**src/rtl/fixdiv_pkg.sv**
```systemverilog
// fixdiv_pkg: shared types and constant helpers for the fixed-point divider.
package fixdiv_pkg;

    localparam int DW_DEF = 8;
    localparam int FW_DEF = 4;

    typedef enum logic [1:0] {
        IDLE  = 2'd0,
        RUN   = 2'd1,
        ROUND = 2'd2,
        DONE  = 2'd3
    } state_e;

    function automatic int cnt_w(input int dw, input int fw);
        return $clog2(dw + fw + 1);
    endfunction

    function automatic longint unsigned sat_max(input int dw);
        return (64'd1 << dw) - 64'd1;
    endfunction

endpackage

```
**src/rtl/fixdiv_if.sv**
```systemverilog
// fixdiv_if: operand/result valid-ready bundle of the fixed-point divider.
interface fixdiv_if #(
    parameter int DW = 8
) ();
    logic          in_valid;
    logic          in_ready;
    logic [DW-1:0] a;
    logic [DW-1:0] b;
    logic          out_valid;
    logic          out_ready;
    logic [DW-1:0] z;
    logic          ovf;
    logic          dbz;

    modport master (
        output in_valid, a, b, out_ready,
        input  in_ready, out_valid, z, ovf, dbz
    );

    modport slave (
        input  in_valid, a, b, out_ready,
        output in_ready, out_valid, z, ovf, dbz
    );
endinterface

```
**src/rtl/fixdiv_step.sv**
```systemverilog
// fixdiv_step: one restoring-division step (shift in a dividend bit, trial subtract).
module fixdiv_step #(
    parameter int DW = 8
) (
    input  logic [DW:0]   rem_i,
    input  logic          nbit_i,
    input  logic [DW-1:0] b_i,
    output logic [DW:0]   rem_o,
    output logic          qbit_o
);
    logic [DW+1:0] shift_s;

    // Shift and conditional subtract; the remainder stays below b between steps.
    always_comb begin
        shift_s = {rem_i, nbit_i};
        if (shift_s >= {2'b00, b_i}) begin
            qbit_o = 1'b1;
            rem_o  = shift_s[DW:0] - {1'b0, b_i};
        end else begin
            qbit_o = 1'b0;
            rem_o  = shift_s[DW:0];
        end
    end
endmodule

```
**src/rtl/fixdiv.sv**
```systemverilog
// fixdiv: sequential restoring divider, z = a*2^FW/b as unsigned fixed point, saturated.
// FIXDIV_ROUND_EN defined adds a ROUND state (nearest-even); undefined truncates.
module fixdiv
    import fixdiv_pkg::*;
#(
    parameter int DW = DW_DEF,
    parameter int FW = FW_DEF
) (
    input  logic    clk,
    input  logic    rst,
    fixdiv_if.slave io
);
    localparam int            NW   = DW + FW;
    localparam int            CW   = cnt_w(DW, FW);
    localparam logic [DW-1:0] ZMAX = DW'(sat_max(DW));

    state_e        state_q, state_d;
    logic [CW-1:0] cnt_q, cnt_d;
    logic [NW-1:0] nq_q, nq_d;     // dividend bits shift out the top, quotient bits in the bottom
    logic [DW-1:0] b_q, b_d;
    logic [DW:0]   rem_q, rem_d;
    logic [DW-1:0] z_q, z_d;
    logic          ovf_q, ovf_d;
    logic          dbz_q, dbz_d;
    logic          out_valid_q, out_valid_d;
    logic [DW:0]   rem_step_s;
    logic          qbit_s;
    logic          last_s;

    function automatic logic [DW:0] saturate(input logic [NW:0] v);
        logic [DW:0] r;
        if (v[NW:DW] != {(FW+1){1'b0}}) begin
            r = {1'b1, ZMAX};
        end else begin
            r = {1'b0, v[DW-1:0]};
        end
        return r;
    endfunction

    fixdiv_step #(.DW(DW)) u_step (
        .rem_i  (rem_q),
        .nbit_i (nq_q[NW-1]),
        .b_i    (b_q),
        .rem_o  (rem_step_s),
        .qbit_o (qbit_s)
    );

    assign last_s = (cnt_q == CW'(NW - 1));

`ifdef FIXDIV_ROUND_EN
    logic [DW+1:0] rem2_s;
    logic          rnd_up_s;
    logic [NW:0]   q_rnd_s;

    // Round half to even from the final remainder; the extra bit catches the carry.
    always_comb begin
        rem2_s = {rem_q, 1'b0};
        if (rem2_s > {2'b00, b_q}) begin
            rnd_up_s = 1'b1;
        end else if (rem2_s == {2'b00, b_q}) begin
            rnd_up_s = nq_q[0];
        end else begin
            rnd_up_s = 1'b0;
        end
        q_rnd_s = {1'b0, nq_q} + {{NW{1'b0}}, rnd_up_s};
    end
`endif

    // Next-state and datapath control.
    always_comb begin
        state_d     = state_q;
        cnt_d       = cnt_q;
        nq_d        = nq_q;
        b_d         = b_q;
        rem_d       = rem_q;
        z_d         = z_q;
        ovf_d       = ovf_q;
        dbz_d       = dbz_q;
        out_valid_d = out_valid_q;
        case (state_q)
            IDLE: begin
                if (io.in_valid) begin
                    nq_d  = {io.a, {FW{1'b0}}};
                    b_d   = io.b;
                    rem_d = {(DW+1){1'b0}};
                    cnt_d = {CW{1'b0}};
                    ovf_d = 1'b0;
                    dbz_d = 1'b0;
                    if (io.b == {DW{1'b0}}) begin
                        z_d         = ZMAX;
                        dbz_d       = 1'b1;
                        out_valid_d = 1'b1;
                        state_d     = DONE;
                    end else begin
                        state_d = RUN;
                    end
                end else begin
                    state_d = IDLE;
                end
            end
            RUN: begin
                nq_d  = {nq_q[NW-2:0], qbit_s};
                rem_d = rem_step_s;
                cnt_d = cnt_q + CW'(1);
                if (last_s) begin
`ifdef FIXDIV_ROUND_EN
                    state_d = ROUND;
`else
                    {ovf_d, z_d} = saturate({1'b0, nq_q[NW-2:0], qbit_s});
                    out_valid_d  = 1'b1;
                    state_d      = DONE;
`endif
                end else begin
                    state_d = RUN;
                end
            end
            ROUND: begin
`ifdef FIXDIV_ROUND_EN
                {ovf_d, z_d} = saturate(q_rnd_s);
                out_valid_d  = 1'b1;
                state_d      = DONE;
`else
                state_d = IDLE;
`endif
            end
            DONE: begin
                if (io.out_ready) begin
                    out_valid_d = 1'b0;
                    state_d     = IDLE;
                end else begin
                    state_d = DONE;
                end
            end
            default: begin
                out_valid_d = 1'b0;
                state_d     = IDLE;
            end
        endcase
    end

    // State and datapath registers; reset aborts any operation in flight.
    always_ff @(posedge clk or posedge rst) begin
        if (rst) begin
            state_q     <= IDLE;
            cnt_q       <= {CW{1'b0}};
            nq_q        <= {NW{1'b0}};
            b_q         <= {DW{1'b0}};
            rem_q       <= {(DW+1){1'b0}};
            z_q         <= {DW{1'b0}};
            ovf_q       <= 1'b0;
            dbz_q       <= 1'b0;
            out_valid_q <= 1'b0;
        end else begin
            state_q     <= state_d;
            cnt_q       <= cnt_d;
            nq_q        <= nq_d;
            b_q         <= b_d;
            rem_q       <= rem_d;
            z_q         <= z_d;
            ovf_q       <= ovf_d;
            dbz_q       <= dbz_d;
            out_valid_q <= out_valid_d;
        end
    end

    assign io.in_ready  = (state_q == IDLE);
    assign io.out_valid = out_valid_q;
    assign io.z         = z_q;
    assign io.ovf       = ovf_q;
    assign io.dbz       = dbz_q;
endmodule

```
**src/flat_wrapper.sv**
```systemverilog
// flat-port wrapper written by rule: the top's interface ports become plain ports
module fixdiv_flat import fixdiv_pkg::*;
#(
    parameter int DW = DW_DEF,
    parameter int FW = FW_DEF
)
  (clk, rst, io_in_valid, io_a, io_b, io_out_ready, io_in_ready, io_out_valid, io_z, io_ovf, io_dbz);
  fixdiv_if #(.DW(DW)) io_i ();
  input  logic clk;
  input  logic rst;
  input wire logic [$bits(io_i.in_valid)-1:0] io_in_valid;
  input wire logic [$bits(io_i.a)-1:0] io_a;
  input wire logic [$bits(io_i.b)-1:0] io_b;
  input wire logic [$bits(io_i.out_ready)-1:0] io_out_ready;
  output wire logic [$bits(io_i.in_ready)-1:0] io_in_ready;
  output wire logic [$bits(io_i.out_valid)-1:0] io_out_valid;
  output wire logic [$bits(io_i.z)-1:0] io_z;
  output wire logic [$bits(io_i.ovf)-1:0] io_ovf;
  output wire logic [$bits(io_i.dbz)-1:0] io_dbz;
  assign io_i.in_valid = io_in_valid;
  assign io_i.a = io_a;
  assign io_i.b = io_b;
  assign io_i.out_ready = io_out_ready;
  assign io_in_ready = io_i.in_ready;
  assign io_out_valid = io_i.out_valid;
  assign io_z = io_i.z;
  assign io_ovf = io_i.ovf;
  assign io_dbz = io_i.dbz;
  fixdiv #(.DW(DW), .FW(FW)) u_core (.clk(clk), .rst(rst), .io(io_i));
endmodule
```
**config.mk**
```make
export PLATFORM = sky130hd
export DESIGN_NAME = fixdiv_flat
export DESIGN_NICKNAME = d
export VERILOG_FILES = /design/src/rtl/fixdiv_pkg.sv /design/src/rtl/fixdiv_if.sv /design/src/rtl/fixdiv_step.sv /design/src/rtl/fixdiv.sv /design/src/flat_wrapper.sv
export SDC_FILE = /design/constraint.sdc
export NUM_CORES = 1
export LEC_CHECK = 0
export BUFFER_PORTS_ARGS = -buffer_cell sky130_fd_sc_hd__buf_2
export CAP_MARGIN = 30
export CORE_UTILIZATION = 45
export CTS_CLUSTER_SIZE = 8
export DETAILED_ROUTE_END_ITERATION = 6
export HOLD_SLACK_MARGIN = 0.05
export PLACE_DENSITY_LB_ADDON = 0.12
export SKIP_LAST_GASP = 1
export SLEW_MARGIN = 30
export SYNTH_ARGS = -nofsm -noshare
export SYNTH_HDL_FRONTEND = slang
export SYNTH_SLANG_ARGS = --single-unit
```
**constraint.sdc**
```tcl
create_clock -name clk -period 6.3 [get_ports clk]
set_input_delay 0 -clock clk [delete_from_list [all_inputs] [get_ports clk]]
set_output_delay 0 -clock clk [all_outputs]
set_load 0.01 [all_outputs]
```
After elaboration in Yosys (flattened, before gate mapping)
Cells that the tools add are included.
{"block": "word_totals", "wordCells": 57, "output_inout_bits": 12, "ff_bits": 46}
{"block": "classes", "n_addsub": 2, "eq_ne": 8, "reduce_logical": 10, "n_lt_le_gt_ge": 1, "n_mux": 27}
{"op": "$mux W9", "count": 3}
{"op": "$mux W8", "count": 3}
{"op": "$pmux W12 S2", "count": 1}
{"op": "$pmux W9 S2", "count": 1}
{"op": "$pmux W8 S2", "count": 1}
{"op": "$mux W12", "count": 1}
{"op": "$ge A10 B8 Y1", "count": 1}
{"op": "$sub A9 B8 Y9", "count": 1}
{"op": "$logic_not A8 Y1", "count": 1}
{"op": "$mux W1", "count": 8}
{"op": "$mux W2", "count": 4}
{"op": "$pmux W2 S4", "count": 1}
{"op": "$pmux W4 S2", "count": 1}
{"op": "$reduce_and A5 Y1", "count": 1}
{"op": "$add A4 B1 Y4 const B", "count": 1}
{"op": "$eq A2 B2 Y1 const B", "count": 2}
{"op": "$eq A4 B4 Y1 const B", "count": 1}
{"op": "$mux W4", "count": 1}
{"op": "$ne A2 B1 Y1 const B", "count": 2}
{"op": "$ne A2 B2 Y1 const B", "count": 2}
{"op": "$reduce_and A2 Y1", "count": 2}
{"op": "$reduce_and A4 Y1", "count": 1}
{"op": "$reduce_bool A4 Y1", "count": 1}
{"op": "$pmux W1 S3", "count": 1}
{"op": "other kinds (6)", "count": 6}

Longest topological paths before layout
Gate-level depths: netlist of run 1.
{"block": "logic_depth", "depth_word": 5, "depth_mapped": 10, "ltp_nobuf": 9}

Modules after synthesis
A second synthesis of run 1 with hierarchy kept.
{"block": "hier_totals", "hier_cells": 225, "hier_area_um2": 2396.0}
{"mod": "fixdiv", "area_per_inst_um2": 1873.0, "cells_per_inst": 150, "n_inst": 1}
{"mod": "fixdiv_step", "area_per_inst_um2": 523.0, "cells_per_inst": 75, "n_inst": 1}

Worst setup path after synthesis of run 1
No wires, ideal clock.
{"block": "synth_path", "path_type": "reg2reg", "start": "register u_core.nq_q[11]", "end": "register u_core.rem_q[6]", "arrival_time_ns": 2.090, "period_less_slack_ns": 2.156, "setup_slack_ns": 4.144, "path_buffers": 0, "path_stages_with_launch": 10, "setup_ns": 0.066, "cell_sequence": "dfrtp_1 > inv_1 > ha_1 > fa_1 > nor2b_1 > o21ai_1 > a31oi_2 > nor4_4 > or4_1 > nand2_1"}
{"block": "synth_between", "elab_chain_cells": 3, "word_cells_on_any_way": 4, "classes_between": "1 x add/sub; 1 x order compare; 2 x mux"}
{"item": "start, declared", "line_no": "fixdiv.sv:19", "text": "logic [NW-1:0] nq_q, nq_d;"}
{"item": "start signal, assigned", "line_no": "fixdiv.sv:146", "text": "nq_q <= {NW{1'b0}};"}
{"item": "start signal, assigned", "line_no": "fixdiv.sv:156", "text": "nq_q <= nq_d;"}
{"item": "$sub A9 B8 Y9 / $ge A10 B8 Y1 (equally long branches)", "line_no": "fixdiv_step.sv:18, fixdiv_step.sv:16"}
{"item": "$mux W9 (*)", "line_no": "fixdiv_step.sv:16", "text": "if (shift_s >= {2'b00, b_i}) begin"}
{"item": "$pmux W9 S2 (*)", "line_no": "fixdiv.sv:80", "text": "case (state_q)"}
{"item": "end signal, assigned", "line_no": "fixdiv.sv:148", "text": "rem_q <= {(DW+1){1'b0}};"}
{"item": "end signal, assigned", "line_no": "fixdiv.sv:158", "text": "rem_q <= rem_d;"}
{"item": "end, declared", "line_no": "fixdiv.sv:21", "text": "logic [DW:0] rem_q, rem_d;"}
Mark *: on every way between the ends. The rest lies on a longest branch, timed or not.
A chain may end at the register's enable or synchronous reset.

Worst setup path in the final report of run 1
{"block": "layout_path", "start": "register u_core.rem_q[1]", "end": "register u_core.rem_q[2]"}
{"block": "layout_between", "elab_chain_cells": 3, "word_cells_on_any_way": 4, "classes_between": "1 x add/sub; 1 x order compare; 2 x mux"}
{"item": "$sub A9 B8 Y9 / $ge A10 B8 Y1 (equally long branches)", "line_no": "fixdiv_step.sv:18, fixdiv_step.sv:16"}
{"item": "$mux W9 (*)", "line_no": "fixdiv_step.sv:16"}
{"item": "$pmux W9 S2 (*)", "line_no": "fixdiv.sv:80"}
Marks and branches as above.

==> impl_metrics.yaml, run 1 <==
yosys:
  syn-cell-area_sq_mm: 0.00232
  synth_cell_types: 43
  syn_nets: 261
  synthArstFlopShare_pct: 100
  synth-simple-area-share_pct: 14.6
  synth_seq_cells: 46
  synth_seq_area_share_pct: 49.7
  ys_warn_count: 0
  netlist_instances: 231
  synth_top_family_by_area: "compound AO/OA/AOI/OAI gates"
  synth-compound-area-share_pct: 22.1
  synthFlopType: "dfrtp_1"
  synth_edf_count: 0
  synth_xor_area_share_pct: 1.89
  synthMuxAreaShare_pct: 1.73
  synthAdderAreaFrac_pct: 5.72
  syn_area_per_cell_sq_um: 10.0
clocking:
  numCtsBuffers: 5
  insertion_delay_ns: 0.29
  path_clk_slew_ns: 0.08
  cts_resized: 0
  cts_tree: "done"
  htreeDepth: 2
  cts_sinks: 46
  root_buffer: "clkbuf_8"
  clock_path_buffers: 2
detailed_routing:
  vias: 1882
  initialDrtViolationCount: 119
  routedWlPerCell_um: 15.0
  routed_wl_mm: 5.14
  drt_pass1_iterations: 5
  avgViaCountPerCell: 5.49
  drc_errors: 0
  detail-route-antenna-nets: 0
sta:
  finClkSkew_ns: 0.00996
  setup_viol: 0
  post-route-min-period_ns: 2.51
  slew_viol_final: 0
  finalSetupTns_ns: 0
  worstMarginPinSlew_ns: 0.862
  fin_crit_sh_pct: 39.8
  timing.slew.headroom_pct: 42.1
  rsz0062_at_grt: "false"
  fmax_ghz: 0.398
  hold_violations: 0
grt:
  grt_usage_pct: 20.7
  grt_max_degree: 47
  grt-ovfl-total: 0
  antenna_found_initial: 0
  grt_pass1_wl_mm: 8.38
  grt_pass1_vias: 1721
power_and_ir_drop:
  p_per_area_mw_per_mm2: 581
  p_leak_nw: 1.25
  peakVddDrop_uv: 326
cells_and_area:
  stdcell_area_sq_mm: 0.00280
  area_delta_synth_final_pct: 20.9
  nets: 306
  regArea_sq_mm: 0.00115
  antenna_cells: 0
  fillers: 428
  multi_input_area_sq_mm: 0.00107
  drive_above_1_share_pct: 16.3
die:
  rows: 25
  die_w_um: 73.8
  die_area_sq_mm: 0.00544
  start_util_pct: 47.8
  io_pins: 32
  die_h_um: 73.8
  core_sq_mm: 0.00485
worst_hold_path:
  hp-class: "primary input to register"
worst_setup_path:
  cp-start-kind: "register"
  crit_top_cell: "o21ai_1"
  worst-path-buf-inv: 0
  worstPathCellList: "ha_1, nor2b_1, o21ai_1, a31oi_2, nor4_4, mux2i_1, o21ai_1"
  critPathRequiredTime_ns: 6.46
  end_kind: "register"
  critPathArrivalTime_ns: 2.67
  critical_path.max_stage_delay_ns: 0.74
  worst-path-max-fanout: 17
  cp_slowest_cell: "nor4_4"
  crit_type: "register to register"
  cp_top_family: "simple AND/OR/NAND/NOR gates"
placement:
  place_congestion: 0.814
  place_hpwl_mm: 3.48
  io_buffer_count: 31
  post_dp_cell_area_sq_mm: 0.00252
flow_run:
  maxCapViolCount: 0
run_status:
  outcome: "finished clean"
-- flip-flops by register name, summed over array words and instances (netlist names) --
name and count:
u_core.nq_q 12, u_core.rem_q 9, u_core.b_q 8, u_core.io.z 8
u_core.cnt_q 4, u_core.state_q 2, u_core.io.dbz 1, u_core.io.out_valid 1
u_core.io.ovf 1
-- Yosys cell counts (2+ instances only) --
master / n / area share [%]
a22o_1: 4 / 1.5
o22a_1: 7 / 2.6
o21a_1: 3 / 0.97
o311ai_0: 3 / 1.1
o211a_1: 2 / 0.86
o31a_1: 2 / 0.76
a21o_1: 4 / 1.3
a21oi_1: 5 / 1.1
a22oi_1: 8 / 2.6
clkbuf_1: 9 / 1.5
xnor2_1: 3 / 1.1
nand2b_1: 4 / 1.1
o21ai_0: 23 / 5.0
nor2b_1: 4 / 1.1
a32oi_1: 3 / 1.1
nand2_1: 32 / 5.2
xor2_1: 2 / 0.76
ha_1: 9 / 4.9
mux2i_1: 4 / 1.7
or3_1: 2 / 0.54
o31ai_1: 2 / 0.65
inv_1: 13 / 2.1
nand3_1: 6 / 1.3
dfrtp_1: 46 / 50
nor4_1: 3 / 0.81
nand4_1: 3 / 0.81
o21ai_1: 3 / 0.65
nor2_1: 7 / 1.1
-- metrics by stage --
step,setup WS (ns),utilization [%],power (mW),std cells,hold slack (ns)
3_5_place_dp,3.80,51.9,1.41,319,0.101
6_report,3.79,57.8,1.63,343,0.0955
2_1_floorplan,4.14,-,1.22,231,0.0964
3_3_place_gp,3.82,51.8,1.40,319,0.215
4_1_cts,3.78,57.7,1.64,343,0.109
5_1_grt,3.60,57.8,1.78,343,0.123
-- cells in the final DEF, fill, tap and decap left out, drive strengths merged, types with 5 or more instances in the layout --
cell | Yosys | final
buf | 2 | 32
clkbuf | 9 | 6
o22a | 7 | 7
inv | 13 | 13
a22oi | 8 | 8
ha | 9 | 9
dlygate4sd3 | 0 | 17
a21oi | 5 | 5
o21ai | 27 | 27
nand3 | 6 | 6
dfrtp | 46 | 46
nor2 | 7 | 7
nand2 | 32 | 32
-- power breakdown --
group | switching [mW] | internal, mW | total [mW]
registers | 0.116 | 0.449 | 0.564
logic | 0.456 | 0.387 | 0.843
clock network | 0.0946 | 0.127 | 0.222
total | 0.667 | 0.962 | 1.63
-- logic make-up after synthesis --
logic type	count (synthesis)
and+or+nand+nor	68
AOI/OAI and AO/OA	74
buffers and inverters	24
adders and majority gates	10
xor gates and xnor gates	5
DFF	46
muxes	4
-- final cells by class --
cell class | count | share of cell area [%]
Tap cell | 67 | 2.99
Timing Repair Buffer | 49 | 11.9
Multi-Input combinational cell | 161 | 38.2
Sequential cell | 46 | 41.1
Clock buffer | 6 | 2.95
Inverter | 13 | 1.83
Clock inverter | 1 | 1.07
-- worst paths after layout --
path	from	endpoint	slack [ns]	cells past startpoint
setup / recovery	u_core.rem_q[1]	u_core.rem_q[2]	3.79	7
setup reg to reg	u_core.rem_q[1]	u_core.rem_q[2]	3.79	7
hold / removal	io_a[7]	u_core.nq_q[11]	0.1	3
hold reg to reg	u_core.io.out_valid	u_core.io.out_valid	0.48	1
max in group asynchronous	rst	u_core.rem_q[2]	5.61	3
min in group asynchronous	rst	u_core.io.z[4]	0.30	3
-- worst register-to-register path: cells and delay by family (launching register included) --
family,cells,cell delay (ns)
flip-flops,1,0.41
adder cells (fa/ha/maj),1,0.36
AO/OA/AOI/OAI,3,0.40
multiplexers,1,0.30
AND/OR/NAND/NOR,2,0.91
-- layer usage --
metal	up-vias	global-route usage (%)	share of wire [%]
li1	921	-	-
met1	903	30.1	50
met2	51	31.0	46
met3	7	3.70	3.5
met4	0	7.48	1.2
met5	-	0	0
-- repair_timing --
| item | CTS | global route |
|---|---|---|
| hold buffers | 17 | 0 |
| endpoints found under the hold margin | 63 | 0 |
| buffers inserted | 0 | 0 |
Power figures use the tool's default switching activity.
==> run 2: changes to the inputs <==
- ABC_AREA: not set -> 1
- clock period: 6.3 -> 2.2 ns (I/O delays scaled with it)
==> impl_metrics.yaml, run 2 <==
yosys:
  syn_nets: 356
  synth_cell_types: 28
  synth_area_leaders: "dfrtp_1, nand2_1, inv_1"
  syn_area_per_cell_sq_um: 7.71
  synth_seq_cells: 46
  syn-cell-area_sq_mm: 0.00251
  synthArstFlopShare_pct: 100
  synthFlopType: "dfrtp_1"
  yosys-top-cells-count: "nand2_1, inv_1, dfrtp_1"
  synth_seq_area_share_pct: 45.8
  yosys.cell_count.top_type: "nand2_1"
  ys_warn_count: 0
  synth_edf_count: 0
  netlist_instances: 326
  synth_top_area_share_pct: 45.8
  yosys.area.top_type: "dfrtp_1"
cells_and_area:
  regMostFlops: "u_core.nq_q"
  biggestRegsByFlops: "u_core.nq_q x12, u_core.rem_q x9"
  antenna_cells: 0
  area_delta_synth_final_pct: 22.2
  stdcell_area_sq_mm: 0.00307
  largest_reg_flops: 12
  nets: 413
  layout_commonest_cell: "nand2_1"
  layout.cells.non_filler: 454
  final_cell_mix: "nand2_1, inv_1, dfrtp_1, buf_2, nor2_1"
  post-route-util_pct: 58.6
  drive_above_1_share_pct: 14.1
sta:
  worstMarginPinSlew_ns: 0.493
  hold_violations: 0
  post-route-min-period_ns: 1.97
  worst_slack_ns: 0.228
  slew_viol_final: 0
  finalSetupTns_ns: 0
  fmax_ghz: 0.507
  setup_viol: 0
  worst_hold_slack_ns: 0.135
  finClkSkew_ns: 0.00637
  timing.slew.headroom_pct: 67.1
  fin_crit_sh_pct: 89.6
  rsz0062_at_grt: "false"
die:
  io_pins: 32
  die_h_um: 76.7
  start_util_pct: 48.0
  die_area_sq_mm: 0.00589
  die_w_um: 76.7
  core_sq_mm: 0.00524
  rows: 26
clocking:
  clock_path_buffers: 2
  htreeDepth: 2
  cts_tree: "done"
  path_clk_slew_ns: 0.10
  root_buffer: "clkbuf_8"
  postCtsSetupBuffers: 0
  insertion_delay_ns: 0.30
  numCtsBuffers: 5
  cts_sinks: 46
worst_hold_path:
  hp-class: "primary input to async pin"
detailed_routing:
  dr.max_layer_used: "met4"
  met1_length_mm: 2.77
  routedWlPerCell_um: 12.2
  route.met3.wl_um: 136
  drt_pass1_iterations: 4
  vias: 2152
  initialDrtViolationCount: 147
  drc_errors: 0
  routed_wl_mm: 5.54
  wl_met2_mm: 2.59
  detail-route-antenna-nets: 0
  avgViaCountPerCell: 4.74
power_and_ir_drop:
  p_total_mw: 5.00
  p_leak_nw: 1.64
  p_per_area_mw_per_mm2: 1630
  peakVddDrop_uv: 770
worst_setup_path:
  worst-path-max-fanout: 11
  r2r_start: "u_core.nq_q[11]"
  r2r_cells: 11
  ff2ff_setup_slack_ns: 0.23
  crit_type: "register to register"
  critical_path.max_stage_delay_ns: 0.40
  critPathRequiredTime_ns: 2.40
  cp_top_family: "simple AND/OR/NAND/NOR gates"
  worstPathCellList: "inv_1, ha_1, fa_1, inv_1, nand3_1, nand2_1, nand2_1, nand4_2, nand2_1, nand3_1, nand2_1"
  r2r-end: "u_core.rem_q[5]"
  critPathArrivalTime_ns: 2.17
  cp-start-kind: "register"
  cp_slowest_cell: "fa_1"
  end_kind: "register"
  worst-path-buf-inv: 2
  crit_top_cell: "nand2_1"
placement:
  post_dp_cell_area_sq_mm: 0.00276
  pre_cts_ws_ns: 0.241
  dp_cells: 427
  place_hpwl_mm: 4.04
  place_congestion: 0.767
  io_buffer_count: 31
flow_run:
  maxCapViolCount: 0
grt:
  grt_max_degree: 24
  grt_pass1_wl_mm: 10.0
  grt_pass1_vias: 2208
  grt-ovfl-total: 0
  grt_usage_pct: 21.6
  antenna_found_initial: 0
run_status:
  outcome: "finished clean"
==> run 2: cell count changes in the layout (fill, tap and decap cells not counted), moves of 5 or more <==
cell	delta
a21oi_1	+9
inv_1	+50
nand2_1	+63
nor2_1	+15
o22ai_1	+5
buf_4	+6
nand4_1	+9
nand3_1	+12
o22a_1	-7
o21ai_0	-11
a22oi_1	-8
==> run 2: how the worst max path moves through the flow <==
stage / cells after the start / start / end
3_5_place_dp: 11 / u_core.nq_q[11] / u_core.rem_q[2]
3_3_place_gp: 11 / u_core.nq_q[11] / u_core.rem_q[4]
5_1_grt: 11 / u_core.nq_q[11] / u_core.rem_q[1]
6_report: 11 / u_core.nq_q[11] / u_core.rem_q[5]
2_1_floorplan: 12 / u_core.nq_q[11] / u_core.rem_q[3]
4_1_cts: 11 / u_core.nq_q[11] / u_core.rem_q[2]
==> run 2: cell families after synthesis <==
| logic type | share of synthesized area (%) |
|---|---|
| AND/OR/NAND/NOR | 26.3 |
| buffers and inverters | 11.2 |
| flip-flops | 45.8 |
| AO/OA/AOI/OAI | 9.66 |
| adder cells (fa/ha/maj) | 5.28 |
| XOR/XNOR | 1.74 |
==> run 2: worst register-to-register path, delay by kind of cell (launching register included) <==
family | cells | cell delay (ns)
AND/OR/NAND/NOR | 7 | 0.79
adder cells (fa/ha/maj) | 2 | 0.62
flip-flops | 1 | 0.33
buffers and inverters | 2 | 0.14
==> run 2: layout make-up <==
class	count	area, sq um
clock buffer	5	68.8
clock inverter	3	48.8
fill	496	2170
inverter	63	236
multi-input combinational	210	1080
sequential	46	1150
tap	70	87.6
timing repair buffer	57	398
==> run 2: what timing repair did <==
item,in CTS,in global routing
hold buffers,19,0
endpoints found under the hold margin,65,0
resized for setup,0,0
==> run 2: per-layer routing <==
metal	vias up	track usage, %
met5	-	0
met3	5	3.45
met4	0	6.54
met1	971	30.3
met2	33	34.4
li1	1143	-
==> run 2: power breakdown <==
part | internal [mW] | switching [mW] | total [mW]
Sequential | 1.24 | 0.268 | 1.50
Combinational | 1.12 | 1.73 | 2.84
Clock | 0.346 | 0.312 | 0.658
==> run 3: changes to the inputs <==
- ABC_AREA: 1 -> not set
- CORE_UTILIZATION: 45 -> 44
- clock period: 2.2 -> 1.91 ns (I/O delays scaled with it)
==> impl_metrics.yaml, run 3 (synthesis gave the netlist of run 1 again) <==
sta:
  worst_hold_slack_ns: 0.0899
  finClkSkew_ns: 0.00661
  setup_viol: 11
  fmax_ghz: 0.462
  rsz0062_at_grt: "true"
  hold_violations: 0
  worstMarginPinSlew_ns: 0.731
  fin_crit_sh_pct: 113
  slew_viol_final: 0
  post-route-min-period_ns: 2.16
  worst_slack_ns: -0.253
  timing.slew.headroom_pct: 51.2
cells_and_area:
  multi_input_area_sq_mm: 0.00118
  largest_reg_flops: 12
  antenna_cells: 0
  regMostFlops: "u_core.nq_q"
  layout_commonest_cell: "dfrtp_1"
  drive_above_1_share_pct: 32.7
  regArea_sq_mm: 0.00115
  fillers: 433
  nets: 350
  biggestRegsByFlops: "u_core.nq_q x12, u_core.rem_q x9"
  post-route-util_pct: 64.4
  area_delta_synth_final_pct: 41.0
  final_cell_mix: "dfrtp_1, buf_4, nand2_1, buf_2, o21ai_0"
grt:
  antenna_found_initial: 0
  grt-ovfl-total: 0
  grt_usage_pct: 22.2
  grt_pass1_wl_mm: 9.10
  grt_max_degree: 25
  grt_pass1_vias: 1944
worst_setup_path:
  worst-path-buf-inv: 2
  worst-path-max-fanout: 7
  end_kind: "register"
  cp-start-kind: "register"
  crit_type: "register to register"
  r2r_start: "u_core.nq_q[11]"
  cp_slowest_cell: "nor4_4"
  r2r-end: "u_core.rem_q[2]"
  ff2ff_setup_slack_ns: -0.25
  critical_path.max_stage_delay_ns: 0.43
  cp_top_family: "simple AND/OR/NAND/NOR gates"
  critPathRequiredTime_ns: 2.11
  critPathArrivalTime_ns: 2.36
  r2r_cells: 10
  worstPathCellList: "inv_2, ha_4, fa_2, nor2b_2, o21ai_2, a31oi_2, nor4_4, buf_6, mux2i_1, o21ai_1"
clocking:
  clock_path_buffers: 2
  cts_tree: "done"
  root_buffer: "clkbuf_8"
  htreeDepth: 2
  numCtsBuffers: 5
  cts_sinks: 46
  path_clk_slew_ns: 0.09
  insertion_delay_ns: 0.30
die:
  io_pins: 32
  core_sq_mm: 0.00507
  rows: 26
  start_util_pct: 45.7
  die_w_um: 74.6
  die_area_sq_mm: 0.00556
  die_h_um: 74.6
detailed_routing:
  avgViaCountPerCell: 5.15
  vias: 2012
  routedWlPerCell_um: 14.5
  detail-route-antenna-nets: 0
  routed_wl_mm: 5.66
  drc_errors: 0
  initialDrtViolationCount: 92
  drt_pass1_iterations: 4
placement:
  io_buffer_count: 31
  place_congestion: 0.841
  place_hpwl_mm: 3.95
  pre_cts_ws_ns: -0.231
power_and_ir_drop:
  peakVddDrop_uv: 920
  p_leak_nw: 1.49
  p_total_mw: 6.76
  p_per_area_mw_per_mm2: 2070
flow_run:
  maxCapViolCount: 0
worst_hold_path:
  holdPathStages: 3
  hp-start: "io_a[7]"
  hp-class: "primary input to register"
  min_to: "u_core.nq_q[11]"
run_status:
  outcome: "finished, violations left"
  violations: "setup timing"
run 3: cell types whose count changed in the layout (fill, tap and decap cells not counted), sizes merged, moves of 7 or more:
cell,previous run,this run
nand4,13,3
nand3,18,6
nand2,97,32
o22a,0,7
o21ai,12,27
nor2,24,7
a21oi,16,5
buf,38,76
inv,64,13
a22oi,0,8
run 3: tightest hold or removal path: stages:
cell	delay (ns)
buf_2	0.08
a22oi_1	0.08
o21ai_0	0.20
run 3: per-layer routing:
metal | up-vias | share of wire, % | global-route usage, %
li1 | 1010 | - | -
met1 | 963 | 49 | 30.4
met2 | 30 | 47 | 35.6
met3 | 9 | 2.5 | 4.61
met4 | 0 | 1.2 | 6.29
met5 | - | 0 | 0
run 3: per-stage QoR:
| stage | TNS [ns] | cell area (sq um) | cells |
|---|---|---|---|
| 2_1_floorplan | -0.576 | 2330 | 231 |
| 3_3_place_gp | -0.974 | 2800 | 355 |
| 3_5_place_dp | -1.41 | 2800 | 355 |
| 4_1_cts | -1.43 | 3160 | 386 |
| 5_1_grt | -3.50 | 3270 | 391 |
| 6_report | -2.12 | 3270 | 391 |
run 3: layout make-up:
type	count	share of cell area, %
Inverter	13	1.49
Sequential cell	46	35.2
Timing Repair Buffer	93	21.1
Tap cell	70	2.68
Clock buffer	6	2.22
Clock inverter	2	1.15
Multi-Input combinational cell	161	36.1
run 3: worst max path at each step:
stage | from | end | cells past startpoint
after floorplan | u_core.nq_q[11] | u_core.rem_q[6] | 9
after global placement | u_core.b_q[0] | u_core.rem_q[1] | 8
after detailed placement | u_core.b_q[0] | u_core.rem_q[1] | 8
after CTS | u_core.nq_q[11] | u_core.rem_q[6] | 9
after global routing | u_core.nq_q[11] | u_core.rem_q[2] | 10
final | u_core.nq_q[11] | u_core.rem_q[2] | 10
run 3: power by group:
part	leakage (nW)	switching (mW)	internal, mW	total [mW]
combinational	0.907	1.98	2.25	4.23
clock	0.0514	0.340	0.391	0.731
sequential	0.531	0.319	1.48	1.80
run 3: repair_timing:
item,in CTS,in global routing
hold buffers,17,0
endpoints found under the hold margin,39,0
endpoints found under the setup margin,11,11
setup buffers,6,7
gates resized for setup,10,14
pin swaps,8,9
